==> src/rtl/spi_mem_pkg.sv <==
// -----------------------------------------------------------------------------
// spi_mem_pkg
// Shared definitions for the SPI memory master: the frame state encoding,
// the 2-bit frame command codes and the frame length in bits.
// Optional feature macro used by the top: SPI_MEM_MASTER_ADDR_CACHE_EN.
// -----------------------------------------------------------------------------
package spi_mem_pkg;

  localparam int FRAME_BITS = 10;

  localparam logic [1:0] CMD_WR_ADDR = 2'b00;
  localparam logic [1:0] CMD_WR_DATA = 2'b01;
  localparam logic [1:0] CMD_RD_ADDR = 2'b10;
  localparam logic [1:0] CMD_RD_DATA = 2'b11;

  typedef enum logic [2:0] {
    ST_IDLE  = 3'd0,
    ST_SEL   = 3'd1,
    ST_SHIFT = 3'd2,
    ST_WAIT  = 3'd3,
    ST_RECV  = 3'd4,
    ST_GAP   = 3'd5
  } frame_state_e;

endpackage

==> src/rtl/spi_mem_master_if.sv <==
// -----------------------------------------------------------------------------
// spi_mem_master_if
// Host-side bus of the SPI memory master.
//   req_valid/req_ready : request handshake. A request transfers on a rising
//                         edge where both are high; req_rd/req_addr/req_wdata
//                         must be stable while req_valid is high. req_valid
//                         seen while req_ready is low is ignored (not queued).
//   rd_valid/rd_data    : one-cycle pulse when a read byte has arrived;
//                         rd_data holds until the next read completes.
//   dbg_state/dbg_seq   : frame FSM state and sequencer bit (observation only).
// Modports: master = host side, slave = spi_mem_master side.
// -----------------------------------------------------------------------------
interface spi_mem_master_if;
  import spi_mem_pkg::*;

  logic         req_valid;
  logic         req_ready;
  logic         req_rd;
  logic [7:0]   req_addr;
  logic [7:0]   req_wdata;
  logic         rd_valid;
  logic [7:0]   rd_data;
  frame_state_e dbg_state;
  logic         dbg_seq;

  modport master (
    output req_valid, req_rd, req_addr, req_wdata,
    input  req_ready, rd_valid, rd_data, dbg_state, dbg_seq
  );

  modport slave (
    input  req_valid, req_rd, req_addr, req_wdata,
    output req_ready, rd_valid, rd_data, dbg_state, dbg_seq
  );

endinterface

==> src/rtl/spi_mem_frame.sv <==
// -----------------------------------------------------------------------------
// spi_mem_frame
// Runs one SPI frame: SEL (1 cycle) -> SHIFT (10 bits {cmd,payload}, MSB
// first) -> [WAIT (RD_WAIT cycles) -> RECV (8 MISO samples)] -> GAP (GAP
// cycles, SS_n high). WAIT/RECV are entered only for the RD_DATA command.
// Ports:
//   clk, rst        : clock, synchronous active-high reset
//   i_start         : start a frame; taken in IDLE or on the last GAP cycle
//   i_cmd/i_payload : frame contents, captured with i_start
//   i_miso          : serial input from the slave
//   o_done          : high during the last GAP cycle of a frame
//   o_mosi, o_ss_n  : registered serial outputs
//   o_rd_valid      : one-cycle pulse after the 8th MISO sample
//   o_rd_data       : received byte, held until the next reception
//   o_state         : current FSM state
// -----------------------------------------------------------------------------
module spi_mem_frame
  import spi_mem_pkg::*;
#(
  parameter int RD_WAIT = 1,
  parameter int GAP     = 1
) (
  input  logic         clk,
  input  logic         rst,
  input  logic         i_start,
  input  logic [1:0]   i_cmd,
  input  logic [7:0]   i_payload,
  input  logic         i_miso,
  output logic         o_done,
  output logic         o_mosi,
  output logic         o_ss_n,
  output logic         o_rd_valid,
  output logic [7:0]   o_rd_data,
  output frame_state_e o_state
);

  frame_state_e          r_state;
  logic [3:0]            r_cnt;
  logic [FRAME_BITS-1:0] r_sh;
  logic [6:0]            r_rx;
  logic                  r_mosi;
  logic                  r_ss_n;
  logic                  r_rd_valid;
  logic [7:0]            r_rd_data;
  logic                  r_recv;
  logic                  w_done;
  logic                  w_load;

  assign w_done = (r_state == ST_GAP) && (r_cnt == 4'(GAP - 1));
  // A new frame may follow directly on the last GAP cycle, so back-to-back
  // frames have no idle cycle between them.
  assign w_load = i_start && ((r_state == ST_IDLE) || w_done);

  always_ff @(posedge clk) begin
    if (rst) begin
      r_state    <= ST_IDLE;
      r_cnt      <= 4'd0;
      r_sh       <= '0;
      r_rx       <= 7'd0;
      r_mosi     <= 1'b0;
      r_ss_n     <= 1'b1;
      r_rd_valid <= 1'b0;
      r_rd_data  <= 8'h00;
      r_recv     <= 1'b0;
    end else begin
      r_rd_valid <= 1'b0;
      if (w_load) begin
        // SEL already presents the first command bit on MOSI.
        r_state <= ST_SEL;
        r_cnt   <= 4'd0;
        r_sh    <= {i_cmd, i_payload};
        r_mosi  <= i_cmd[1];
        r_ss_n  <= 1'b0;
        r_recv  <= (i_cmd == CMD_RD_DATA);
      end else begin
        unique case (r_state)
          ST_IDLE: ;
          ST_SEL: begin
            r_state <= ST_SHIFT;
            r_cnt   <= 4'd0;
            r_mosi  <= r_sh[FRAME_BITS-1];
            r_sh    <= {r_sh[FRAME_BITS-2:0], 1'b0};
          end
          ST_SHIFT: begin
            if (r_cnt == 4'(FRAME_BITS - 1)) begin
              r_cnt  <= 4'd0;
              r_mosi <= 1'b0;
              if (!r_recv) begin
                r_state <= ST_GAP;
                r_ss_n  <= 1'b1;
              end else if (RD_WAIT == 0) begin
                r_state <= ST_RECV;
              end else begin
                r_state <= ST_WAIT;
              end
            end else begin
              r_cnt  <= r_cnt + 4'd1;
              r_mosi <= r_sh[FRAME_BITS-1];
              r_sh   <= {r_sh[FRAME_BITS-2:0], 1'b0};
            end
          end
          ST_WAIT: begin
            if (r_cnt == 4'(RD_WAIT - 1)) begin
              r_state <= ST_RECV;
              r_cnt   <= 4'd0;
            end else begin
              r_cnt <= r_cnt + 4'd1;
            end
          end
          ST_RECV: begin
            r_rx <= {r_rx[5:0], i_miso};
            if (r_cnt == 4'd7) begin
              r_rd_data  <= {r_rx, i_miso};
              r_rd_valid <= 1'b1;
              r_state    <= ST_GAP;
              r_ss_n     <= 1'b1;
              r_cnt      <= 4'd0;
            end else begin
              r_cnt <= r_cnt + 4'd1;
            end
          end
          ST_GAP: begin
            if (w_done) begin
              r_state <= ST_IDLE;
              r_cnt   <= 4'd0;
            end else begin
              r_cnt <= r_cnt + 4'd1;
            end
          end
          default: begin
            r_state <= ST_IDLE;
            r_cnt   <= 4'd0;
          end
        endcase
      end
    end
  end

  assign o_done     = w_done;
  assign o_mosi     = r_mosi;
  assign o_ss_n     = r_ss_n;
  assign o_rd_valid = r_rd_valid;
  assign o_rd_data  = r_rd_data;
  assign o_state    = r_state;

endmodule

==> src/rtl/spi_mem_master.sv <==
// -----------------------------------------------------------------------------
// spi_mem_master
// Turns host read/write requests into two SPI frames: an address frame
// (WR_ADDR / RD_ADDR) followed by a data frame (WR_DATA / RD_DATA).
// Ports:
//   clk, rst : clock, synchronous active-high reset
//   bus      : spi_mem_master_if.slave host interface
//   MOSI     : serial data to slave (registered)
//   MISO     : serial data from slave
//   SS_n     : slave select, active-low (registered)
// Parameters: RD_WAIT (0..15), GAP (1..15).
// Optional feature: define SPI_MEM_MASTER_ADDR_CACHE_EN to remember the last
// written and last read address; a request hitting the cache of its own kind
// skips the address frame.
// -----------------------------------------------------------------------------
module spi_mem_master
  import spi_mem_pkg::*;
#(
  parameter int RD_WAIT = 1,
  parameter int GAP     = 1
) (
  input  logic             clk,
  input  logic             rst,
  spi_mem_master_if.slave  bus,
  output logic             MOSI,
  input  logic             MISO,
  output logic             SS_n
);

  logic       r_ready;
  logic       r_seq;     // 0: first frame of the request, 1: data frame
  logic       r_rd;
  logic [7:0] r_wdata;

  logic       w_accept;
  logic       w_hit;
  logic       w_start;
  logic       w_done;
  logic [1:0] w_cmd;
  logic [7:0] w_payload;

  assign w_accept = bus.req_valid && r_ready;

`ifdef SPI_MEM_MASTER_ADDR_CACHE_EN
  logic       r_wc_valid;
  logic [7:0] r_wc_addr;
  logic       r_rc_valid;
  logic [7:0] r_rc_addr;
  logic [7:0] r_addr;

  assign w_hit = bus.req_rd ? (r_rc_valid && (r_rc_addr == bus.req_addr))
                            : (r_wc_valid && (r_wc_addr == bus.req_addr));

  // An entry is refreshed only once its address frame has fully gone out.
  always_ff @(posedge clk) begin
    if (rst) begin
      r_wc_valid <= 1'b0;
      r_wc_addr  <= 8'h00;
      r_rc_valid <= 1'b0;
      r_rc_addr  <= 8'h00;
      r_addr     <= 8'h00;
    end else begin
      if (w_accept) begin
        r_addr <= bus.req_addr;
      end else if (!r_ready && !r_seq && w_done) begin
        if (r_rd) begin
          r_rc_valid <= 1'b1;
          r_rc_addr  <= r_addr;
        end else begin
          r_wc_valid <= 1'b1;
          r_wc_addr  <= r_addr;
        end
      end
    end
  end
`else
  assign w_hit = 1'b0;
`endif

  // The first frame starts on the acceptance edge straight from the bus;
  // the data frame starts on the last GAP cycle of the address frame.
  always_comb begin
    w_start   = 1'b0;
    w_cmd     = CMD_WR_ADDR;
    w_payload = 8'h00;
    if (w_accept) begin
      w_start = 1'b1;
      if (w_hit) begin
        w_cmd     = bus.req_rd ? CMD_RD_DATA : CMD_WR_DATA;
        w_payload = bus.req_rd ? 8'h00 : bus.req_wdata;
      end else begin
        w_cmd     = bus.req_rd ? CMD_RD_ADDR : CMD_WR_ADDR;
        w_payload = bus.req_addr;
      end
    end else if (!r_ready && !r_seq && w_done) begin
      w_start   = 1'b1;
      w_cmd     = r_rd ? CMD_RD_DATA : CMD_WR_DATA;
      w_payload = r_rd ? 8'h00 : r_wdata;
    end
  end

  always_ff @(posedge clk) begin
    if (rst) begin
      r_ready <= 1'b1;
      r_seq   <= 1'b0;
      r_rd    <= 1'b0;
      r_wdata <= 8'h00;
    end else if (w_accept) begin
      r_ready <= 1'b0;
      r_seq   <= w_hit;
      r_rd    <= bus.req_rd;
      r_wdata <= bus.req_wdata;
    end else if (!r_ready && w_done) begin
      if (!r_seq) begin
        r_seq <= 1'b1;
      end else begin
        r_seq   <= 1'b0;
        r_ready <= 1'b1;
      end
    end
  end

  spi_mem_frame #(
    .RD_WAIT (RD_WAIT),
    .GAP     (GAP)
  ) u_frame (
    .clk        (clk),
    .rst        (rst),
    .i_start    (w_start),
    .i_cmd      (w_cmd),
    .i_payload  (w_payload),
    .i_miso     (MISO),
    .o_done     (w_done),
    .o_mosi     (MOSI),
    .o_ss_n     (SS_n),
    .o_rd_valid (bus.rd_valid),
    .o_rd_data  (bus.rd_data),
    .o_state    (bus.dbg_state)
  );

  assign bus.req_ready = r_ready;
  assign bus.dbg_seq   = r_seq;

endmodule

==> src/flat_wrapper.sv <==
// flat-port wrapper written by rule: the top's interface ports become plain ports
module spi_mem_master_flat import spi_mem_pkg::*;
#(
  parameter int RD_WAIT = 1,
  parameter int GAP     = 1
)
  (clk, rst, MOSI, MISO, SS_n, bus_req_valid, bus_req_rd, bus_req_addr, bus_req_wdata, bus_req_ready, bus_rd_valid, bus_rd_data, bus_dbg_state, bus_dbg_seq);
  spi_mem_master_if bus_i ();
  input  logic clk;
  input  logic rst;
  output logic MOSI;
  input  logic MISO;
  output logic SS_n;
  input wire logic [$bits(bus_i.req_valid)-1:0] bus_req_valid;
  input wire logic [$bits(bus_i.req_rd)-1:0] bus_req_rd;
  input wire logic [$bits(bus_i.req_addr)-1:0] bus_req_addr;
  input wire logic [$bits(bus_i.req_wdata)-1:0] bus_req_wdata;
  output wire logic [$bits(bus_i.req_ready)-1:0] bus_req_ready;
  output wire logic [$bits(bus_i.rd_valid)-1:0] bus_rd_valid;
  output wire logic [$bits(bus_i.rd_data)-1:0] bus_rd_data;
  output wire logic [$bits(bus_i.dbg_state)-1:0] bus_dbg_state;
  output wire logic [$bits(bus_i.dbg_seq)-1:0] bus_dbg_seq;
  assign bus_i.req_valid = bus_req_valid;
  assign bus_i.req_rd = bus_req_rd;
  assign bus_i.req_addr = bus_req_addr;
  assign bus_i.req_wdata = bus_req_wdata;
  assign bus_req_ready = bus_i.req_ready;
  assign bus_rd_valid = bus_i.rd_valid;
  assign bus_rd_data = bus_i.rd_data;
  assign bus_dbg_state = bus_i.dbg_state;
  assign bus_dbg_seq = bus_i.dbg_seq;
  spi_mem_master #(.RD_WAIT(RD_WAIT), .GAP(GAP)) u_core (.clk(clk), .rst(rst), .bus(bus_i), .MOSI(MOSI), .MISO(MISO), .SS_n(SS_n));
endmodule
==> config.mk <==
export PLATFORM = sky130hd
export DESIGN_NAME = spi_mem_master_flat
export DESIGN_NICKNAME = d
export VERILOG_FILES = /design/src/rtl/spi_mem_pkg.sv /design/src/rtl/spi_mem_master_if.sv /design/src/rtl/spi_mem_frame.sv /design/src/rtl/spi_mem_master.sv /design/src/flat_wrapper.sv
export SDC_FILE = /design/constraint.sdc
export NUM_CORES = 1
export LEC_CHECK = 0
export CORE_ASPECT_RATIO = 0.75
export CORE_MARGIN = 3
export CORE_UTILIZATION = 45
export DETAILED_ROUTE_END_ITERATION = 16
export GPL_TIMING_DRIVEN = 0
export PLACE_DENSITY = 0.69
export SLEW_MARGIN = 20
export SYNTH_ARGS = -nofsm -noshare
export SYNTH_HDL_FRONTEND = slang
export SYNTH_SLANG_ARGS = --single-unit
==> constraint.sdc <==
create_clock -name clk -period 2.87 [get_ports clk]
set_input_delay 0.7175 -clock clk [delete_from_list [all_inputs] [get_ports clk]]
set_output_delay 0.7175 -clock clk [all_outputs]
set_load 0.05 [all_outputs]
==> Word-level counts from Yosys, hierarchy flattened <==
Cells that the tools add are included.
{ "word_totals": {"regBits": 47, "output_inout_bits": 16, "wordCells": 99} }
{ "classes": {"muxes": 37, "bitwise_logic": 3, "n_addsub": 1, "eq_ne": 19, "reduce_logical": 25} }
{ "op_table": {"columns": ["operator", "count"], "rows": [
  ["two-way mux 8 bit", 3],
  ["two-way mux 10 bit", 2],
  ["one-hot mux 10 bit (2 select lines)", 1],
  ["one-hot mux 4 bit (5 select lines)", 1],
  ["!= test 3 bit, second input constant", 6],
  ["one-hot mux 3 bit (6 select lines)", 1],
  ["two-way mux 4 bit", 4],
  ["two-way mux 3 bit", 5],
  ["two-way mux 1 bit", 14],
  ["!= test 2 bit, second input constant", 5],
  ["AND reduction 5 bit", 2],
  ["two-way mux 2 bit", 4],
  ["equality test 3 x 2 -> 1 bit, second input constant", 2],
  ["equality test 3 bit, second input constant", 2],
  ["logical AND 1 bit", 6],
  ["AND reduction 2 bit", 3],
  ["nonzero test 3 bit", 2],
  ["adder 4 x 1 -> 4 bit, second input constant", 1],
  ["equality test 4 x 3 -> 1 bit, second input constant", 1],
  ["equality test 4 bit, second input constant", 1],
  ["zero test 4 bit", 1],
  ["one-hot mux 1 bit (2 select lines)", 2],
  ["AND reduction 4 bit", 1],
  ["nonzero test 2 bit", 2],
  ["9 further kinds", 13]
]} }

==> Logic depth before layout (Yosys ltp) <==
Gate-level depths: netlist of the first run.
{ "logic_depth": {"ltp_word": 8, "depth_mapped": 8, "mapped_depth_nobuf": 6} }

==> By module <==
Synthesis of the first run repeated with hierarchy kept, for this count alone.
{ "hier_totals": {"cells_unflattened": 242, "hier_area_um2": 2193.4} }
{ "modules_own_cells": {"columns": ["mod", "area_per_inst_um2", "n_inst", "cells_per_inst", "seq_area_each_um2"], "rows": [
  ["spi_mem_frame", 1677.9, 1, 179, 720.7],
  ["spi_mem_master", 515.5, 1, 63, 220.2]
]} }

==> Worst setup path after synthesis of the first run <==
OpenSTA, ideal clock, no wires.
{ "synth_path": {"path_kind": "reg2reg", "startpoint": "register u_core.u_frame.r_state[2], in the netlist u_core.u_frame.o_state[2]", "endpoint": "register u_core.u_frame.r_cnt[3]", "n_path_buf": 3, "synth_period_minus_slack_ps": 2036, "required_ps": 2775, "arrival_ps": 1941, "stages_incl_launch_ff": 8, "setup_ps": 95, "setup_slack_ps": 834, "path_cell_list": "dfxtp_1 buf_2 nor3b_1 buf_2 and2_0 clkbuf_1 o31ai_1 a221oi_1"} }
{ "synth_via": {"elab_chain_len": 7, "elab_cells_between_ends": 14, "classes_between": "eq/ne: 4; mux: 4; reduce/logical: 6"} }
{ "synth_lines": {"columns": ["item", "line_no", "source"], "rows": [
  ["start: declaration", "spi_mem_frame.sv:37", "frame_state_e r_state;"],
  ["start signal: assignment", "spi_mem_frame.sv:56", "r_state <= ST_IDLE;"],
  ["start signal: assignment", "spi_mem_frame.sv:69", "r_state <= ST_SEL;"],
  ["start signal: assignment", "spi_mem_frame.sv:79", "r_state <= ST_SHIFT;"],
  ["equality test 3 bit", "spi_mem_frame.sv:49, spi_mem_frame.sv:76", null],
  ["logical AND 1 bit", "spi_mem_frame.sv:49", "assign w_done = (r_state == ST_GAP) && (r_cnt == 4'(GAP - 1));"],
  ["logical AND 1 bit", "spi_mem_master.sv:95", "end else if (!r_ready && !r_seq && w_done) begin"],
  ["two-way mux 1 bit", "spi_mem_master.sv:95", null],
  ["two-way mux 1 bit", "spi_mem_master.sv:86", "if (w_accept) begin"],
  ["logical AND 1 bit", "spi_mem_frame.sv:52", "assign w_load = i_start && ((r_state == ST_IDLE) || w_done);"],
  ["OR reduction 2 bit (no source line)", null, null],
  ["end signal: assignment", "spi_mem_frame.sv:97", "r_cnt <= r_cnt + 4'd1;"],
  ["end signal: assignment", "spi_mem_frame.sv:107", "r_cnt <= r_cnt + 4'd1;"],
  ["end signal: assignment", "spi_mem_frame.sv:119", "r_cnt <= r_cnt + 4'd1;"],
  ["end: declaration", "spi_mem_frame.sv:38", "logic [3:0] r_cnt;"]
]} }
Parallel ways exist; a longest one is shown, timed or not.
A chain may end at the register's enable or synchronous reset.

==> Worst setup path in the final report of the first run <==
{ "layout_path": {"startpoint": "register u_core.r_seq, in the netlist u_core.bus.dbg_seq", "endpoint": "output bus_dbg_seq"} }
{ "layout_lines": {"columns": ["item", "line_no", "source"], "rows": [
  ["start: declaration", "spi_mem_master.sv:31", "logic r_seq;"],
  ["start signal: assignment", "spi_mem_master.sv:110", "r_seq <= w_hit;"],
  ["end: declaration", "flat_wrapper.sv:22", "output wire logic [$bits(bus_i.dbg_seq)-1:0] bus_dbg_seq;"]
]} }
No word-level cell between the ends.

==> results of run 1 <==
worst min-delay path, cell delays in order, from the launching register on:
cell     delay [ps]
dfxtp_1         320
nand2_1          50
a21oi_1          50
layout make-up:
class	count	area, µm²	share of cell area (%)
inverter	11	41.3	1.49
clock inverter	3	46.3	1.67
sequential	47	941	33.9
timing repair buffer	36	360	13.0
multi-input combinational	181	1160	41.7
tap	57	71.3	2.57
clock buffer	5	68.8	2.48
buffer	21	91.3	3.29
path summary, 6_finish.rpt:
path / depth (start not counted) / to / start / slack (ps)
max: 1 / bus_dbg_seq / u_core.bus.dbg_seq / 510
min reg2reg: 2 / u_core.r_wdata[2] / u_core.r_wdata[2] / 460
min: 2 / u_core.r_wdata[2] / u_core.r_wdata[2] / 460
max reg2reg: 7 / u_core.u_frame.r_sh[7] / u_core.u_frame.r_cnt[0] / 630
cell usage after synthesis, drive strengths merged (2+ instances only):
library cell	instances
dfxtp	47
buf	7
o31ai	4
nor2b	4
o211ai	2
and2	3
nand2	31
and3	2
ha	3
nand3	5
nor4	2
nor2	22
nand3b	3
nor3	2
o22ai	8
a221oi	4
or2	2
a211oi	5
a32oi	4
inv	11
a31oi	2
a311oi	5
or3	2
mux2i	15
o21ai	10
a21oi	22
clkbuf	14
nor3b	2
a21o	2
or3b	2
cell usage in the layout, fill, tap and decap left out, drive strengths merged, types with 7 or more instances in the layout:
master | Yosys | final
dfxtp | 47 | 47
clkdlybuf4s50 | 0 | 36
nand2 | 31 | 31
nor2 | 22 | 22
a21oi | 22 | 22
clkbuf | 14 | 19
mux2i | 15 | 15
inv | 11 | 12
o21ai | 10 | 10
o22ai | 8 | 8
buf | 7 | 7
metal layers:
layer,global-route usage (%),up-vias,part of all wire [%]
met5,0,-,0
met4,7.66,0,1.6
met3,4.20,8,5.5
met2,25.0,62,39
met1,28.9,908,54
li1,-,1025,-
power groups by stage:
stage / clock network, µW / registers (µW) / logic (µW)
2_1_floorplan: 0 / 752 / 189
3_3_place_gp: 0 / 730 / 303
3_5_place_dp: 0 / 731 / 305
4_1_cts: 513 / 716 / 306
5_1_grt: 543 / 722 / 337
6_report: 498 / 716 / 307
cell families after synthesis:
| family | count (synthesis) | share of synthesized area, % |
|---|---|---|
| multiplexers | 15 | 6.73 |
| buffers and inverters | 32 | 5.95 |
| AND/OR/NAND/NOR | 87 | 20.1 |
| adder cells (fa/ha/maj) | 3 | 1.68 |
| AO/OA/AOI/OAI | 75 | 22.9 |
| flip-flops | 47 | 42.2 |
| XOR/XNOR | 1 | 0.393 |
per-stage QoR:
stage               instance area (µm²)  util [%]
floorplan                          2230         -
global placement                   2660      57.6
detailed placement                 2660      57.6
CTS                                2780      60.1
global route                       2780      60.1
finish                             2780      60.1
state kept, by name, indices dropped and copies added, names as in the netlist:
register,cells
u_core.u_frame.o_state,3
u_core.u_frame.o_rd_data,8
u_core.u_frame.o_ss_n,1
u_core.u_frame.r_sh,10
u_core.u_frame.o_mosi,1
u_core.u_frame.o_rd_valid,1
u_core.r_wdata,8
u_core.r_rd,1
u_core.bus.req_ready,1
u_core.u_frame.r_cnt,4
u_core.u_frame.r_recv,1
u_core.u_frame.r_rx,7
u_core.bus.dbg_seq,1
==> key figures, run 1 <==
Critical path
  • Setup CP Type: flip-flop to primary output
  • Worst Path Arrival: 1650 ps
  • CP Buf/Inv Count: 1
  • Slowest cell delay on critical path: 860 ps
  • Slowest-stage cell, CP: clkdlybuf4s50_1
  • Worst EP required: 2150 ps
  • Crit-path cells: clkdlybuf4s50_1
  • Crit path max fanout: 8
  • CP delay by family, top: buffers and inverters
  • Worst setup SP type: flip-flop
  • Setup crit end kind: primary output

Synthesis
  • Yosys Warn Count: 0
  • Synth area leader: dfxtp_1
  • Main area contributors after synthesis: dfxtp_1, mux2i_1, nand2_1
  • Synth Area per Inst: 8.58 µm²
  • Synth top area share: 42.2%
  • Post-synth cell types: 52
  • Synth Flop Type: dfxtp_1
  • Sequential area share after synthesis: 42.2%
  • Async S/R FF share, synth: 0%
  • FF+latch count, synth: 47
  • Post-Synthesis Cells: 260
  • Syn Nets: 284
  • Cell Area, Synth: 2230 µm²
  • Number of synthesized flops with an enable pin: 0

Power and ir drop
  • Pwr Density: 548 nW/µm²
  • Peak supply drop: 0.347 mV
  • Internal power component: 1080 µW
  • Clk pwr share: 32.8%
  • Combinational Power Share: 20.2%
  • Power after layout: 1520 µW
  • Switch Pwr: 439 µW
  • Seq pwr share: 47.1%
  • Switching Fraction: 28.9%
  • Leak pwr: 0.000964 µW

Floorplanning
  • I/O Pins: 37
  • Die W: 87.3 µm
  • Core area: 4620 µm²
  • Core Rows: 21
  • DIE AREA: 5850 µm²
  • DIE HEIGHT: 67.0 µm
  • Starting density of the core: 48.2%

Cells and area
  • Layout cells sized above 1: 8.55%
  • Layout Nets: 327
  • Fill cells: 434
  • Ant diodes: 0
  • P&R area growth vs syn: 24.5%
  • Final cell count without fillers: 361

CTS
  • Worst-Skew Late Latency: 310 ps
  • Clk sinks: 47
  • Root buffer cell: clkbuf_8
  • H-tree Lvls: 2
  • CTS clk-pin slew, worst paths: 90 ps
  • CTS Buffer Depth: 2
  • PostCTS Resize Cnt: 0
  • Hold buffer count at cts: 0
  • CTS tree: built
  • Post-CTS Setup Bufs: 0
  • Num CTS Buffers: 5

Detailed routing
  • Drt pass-1 iters: 4
  • DRT iter0 DRCs: 111
  • Routed len/inst: 14.2 µm
  • DRC viols: 0
  • Vias per std cell: 5.55
  • Detailed Route WL: 5.14 mm
  • Via Count: 2003
  • DRT antenna net count: 0

Timing
  • Final hold slack: 463 ps
  • Period minus WS final: 2360 ps
  • Fmax: 423 MHz
  • Final Max Slew Viols: 0
  • Setup ws final: 505 ps
  • Final Hold Fails: 0
  • Tcrit/Tclk final: 82.4%
  • Setup TNS: 0 ps
  • Setup Skew: 10.2 ps
  • Tightest Pin Transition: 634 ps
  • Final setup viols: 0
  • RSZ-0062 raised after global routing: false
  • Slew margin rel.: 57.7%

Worst hold path
  • Worst min path class: flip-flop to flip-flop

Placed design
  • HPWL Detailed: 3.73 mm
  • Global placement routability congestion: 0.785
  • Inst Count DP: 353
  • Port bufs: 36
  • Worst slack, placed: 255 ps

Run
  • Maxcap violations: 0

GRT
  • Global route total overflow: 0
  • Initial antenna violation count: 0
  • Number of global-route vias before repair: 1749
  • Gr usage total: 19.0%
  • First-pass GRT wire length: 8.56 mm
  • Largest net degree at the start of global routing: 17

Status
  • Outcome: finished, final reports clean
No activity file was read; power rests on OpenSTA's default activity.
==> inputs of run 2 (changes only) <==
Clock period 2.87 ns to 2.3 ns, I/O delays scaled along.
==> run 2 against run 1 <==
Cell area is 0.36% higher. Register-to-register slack worse by 470 ps. Count of clock-buffer cells in the layout stayed put. Combinational power is 25% higher. Via count is 0.50% lower. Highest routed layer unchanged.
==> key figures, run 2 (synthesis gave the netlist of run 1 again) <==
Status
  • Outcome: finished, final reports clean (unchanged)

GRT
  • Number of global-route vias before repair: 1749 (unchanged)
  • Largest net degree at the start of global routing: 17 (unchanged)
  • Initial antenna violation count: 0 (unchanged)
  • First-pass GRT wire length: 8.56 mm (unchanged)
  • Gr usage total: 19.0% (unchanged)
  • Global route total overflow: 0 (unchanged)

CTS
  • H-tree Lvls: 2 (unchanged)
  • Root buffer cell: clkbuf_8 (unchanged)
  • CTS tree: built (unchanged)
  • CTS clk-pin slew, worst paths: 90 ps (about the same)
  • Num CTS Buffers: 5 (unchanged)
  • Clk sinks: 47 (unchanged)
  • Worst-Skew Late Latency: 310 ps (about the same)
  • CTS Buffer Depth: 2 (unchanged)
  • Hold buffer count at cts: 0 (unchanged)

Floorplanning
  • Core Rows: 21 (unchanged)
  • I/O Pins: 37 (unchanged)
  • DIE HEIGHT: 67.0 µm (unchanged)
  • Die W: 87.3 µm (unchanged)
  • Starting density of the core: 48.2% (unchanged)
  • DIE AREA: 5850 µm² (unchanged)
  • Core area: 4620 µm² (unchanged)

Cells and area
  • P&R area growth vs syn: 25.0% (was 24.5%)
  • Area occupied by multi-input gates: 1160 µm² (about the same)
  • Layout cells sized above 1: 9.21% (was 8.55%)
  • Top register by number of flip-flops: u_core.u_frame.r_sh (unchanged)
  • Fill cells: 434 (unchanged)
  • Ant diodes: 0 (unchanged)
  • Most frequent cells in the layout: dfxtp_1, clkdlybuf4s50_1, nand2_1 (unchanged)
  • Layout Nets: 327 (unchanged)
  • Sequential Area: 941 µm² (unchanged)
  • Max FFs per register: 10 (unchanged)
  • Commonest non-fill, non-tap cell in the layout: dfxtp_1 (unchanged)

Detailed routing
  • DRT antenna net count: 0 (unchanged)
  • DRT iter0 DRCs: 118 (was 111)
  • Vias per std cell: 5.52 (was 5.55)
  • DRC viols: 0 (unchanged)
  • Drt pass-1 iters: 4 (unchanged)
  • Via Count: 1993 (was 2003)
  • Routed len/inst: 14.4 µm (was 14.2 µm)
  • Detailed Route WL: 5.22 mm (was 5.14 mm)

Power and ir drop
  • Leak pwr: 0.000987 µW (was 0.000964 µW)
  • Pwr Density: 683 nW/µm² (was 548 nW/µm²)
  • Peak supply drop: 0.438 mV (was 0.347 mV)

Timing
  • Setup Skew: 9.66 ps (was 10.2 ps)
  • Fmax: 451 MHz
  • Tightest Pin Transition: 636 ps (was 634 ps)
  • Tcrit/Tclk final: 96.4%
  • Final setup viols: 0 (unchanged)
  • Setup ws final: 82.0 ps (was 505 ps)
  • RSZ-0062 raised after global routing: false (unchanged)
  • Final Hold Fails: 0 (unchanged)
  • Setup TNS: 0 ps (unchanged)
  • Period minus WS final: 2220 ps
  • Final Max Slew Viols: 0 (unchanged)
  • Slew margin rel.: 57.6% (was 57.7%)

Critical path
  • CP Buf/Inv Count: 1 (unchanged)
  • Setup crit end kind: primary output (unchanged)
  • Crit-path cells: clkdlybuf4s50_1 (unchanged)
  • Worst Path Arrival: 1640 ps (was 1650 ps)
  • Worst R2R Start: u_core.u_frame.r_cnt[0] (unchanged)
  • FF-to-FF setup slack: 160 ps (was 630 ps)
  • Reg2Reg Depth: 7 (unchanged)
  • WP depth: 1 (unchanged)
  • Worst setup SP type: flip-flop (unchanged)
  • Worst EP required: 1730 ps (was 2150 ps)
  • Setup CP Type: flip-flop to primary output (unchanged)
  • CP delay by family, top: buffers and inverters (unchanged)
  • Critical Path End: bus_dbg_seq (unchanged)
  • Slowest-stage cell, CP: clkdlybuf4s50_1 (unchanged)
  • Worst Setup SP: u_core.bus.dbg_seq (unchanged)
  • Crit path max fanout: 8 (unchanged)
  • Slowest cell delay on critical path: 860 ps (about the same)
  • Critical R2R Capture: u_core.u_frame.r_cnt[2] (was u_core.u_frame.r_sh[7])

Placed design
  • Port bufs: 36 (unchanged)
  • Global placement routability congestion: 0.785 (unchanged)
  • Worst slack, placed: -172 ps (was 255 ps)
  • HPWL Detailed: 3.73 mm (unchanged)

Worst hold path
  • Worst min path class: flip-flop to flip-flop (unchanged)
  • Hold path cells: 2 (unchanged)

Run
  • Maxcap violations: 0 (unchanged)
-- run 2: cell count changes in the layout (fill, tap and decap cells not counted) --
| cell | previous run | this run |
|---|---|---|
| o21ai_2 | 1 | 2 |
| clkdlybuf4s50_1 | 36 | 35 |
| o21ai_1 | 2 | 1 |
| buf_4 | 0 | 1 |
| clkbuf_1 | 14 | 13 |
| dlymetal6s2s_1 | 0 | 1 |
-- run 2: worst min-delay path by stage --
stage	endpoint	from	slack, ps
2_1_floorplan	u_core.r_wdata[0]	u_core.r_wdata[0]	440
3_3_place_gp	u_core.r_wdata[3]	u_core.r_wdata[3]	450
3_5_place_dp	u_core.r_wdata[2]	u_core.r_wdata[2]	450
4_1_cts	u_core.r_wdata[2]	u_core.r_wdata[2]	460
5_1_grt	u_core.r_wdata[2]	u_core.r_wdata[2]	480
6_report	u_core.r_wdata[3]	u_core.r_wdata[3]	460
-- run 2: per-stage QoR --
| step | std cells | hold WS [ps] | cell area, µm² | power [µW] | utilization [%] |
|---|---|---|---|---|---|
| after floorplan | 260 | 436 | 2230 | 1170 | - |
| after global placement | 353 | 446 | 2660 | 1290 | 57.6 |
| after detailed placement | 353 | 448 | 2660 | 1290 | 57.6 |
| after CTS | 361 | 461 | 2780 | 1920 | 60.1 |
| after global routing | 361 | 480 | 2790 | 2000 | 60.3 |
| final | 361 | 462 | 2790 | 1900 | 60.3 |
-- run 2: repair_timing --
action                                  CTS  global route
endpoints found under the setup margin    0             3
setup buffers                             0             1
resized for setup                         0             2
-- run 2: report_power, final --
| group | internal [µW] | switching (µW) | total (µW) |
|---|---|---|---|
| Combinational | 160 | 225 | 384 |
| Clock | 327 | 298 | 625 |
| Sequential | 863 | 31.2 | 894 |
| Total | 1350 | 554 | 1900 |
-- run 2: per-layer routing --
layer | part of all wire, % | vias to the layer above | track usage [%]
li1 | - | 1018 | -
met1 | 52 | 911 | 28.9
met2 | 40 | 57 | 25.0
met3 | 6.3 | 7 | 4.20
met4 | 1.4 | 0 | 7.66
met5 | 0 | - | 0
-- run 2: cell type report --
class	count	area share (%)
repair buffers	37	13.3
clock buffers	5	2.47
inverters	11	1.48
well taps	57	2.56
plain buffers	20	3.14
multi-input cells	181	41.7
flip-flops and latches	47	33.8
clock inverters	3	1.66
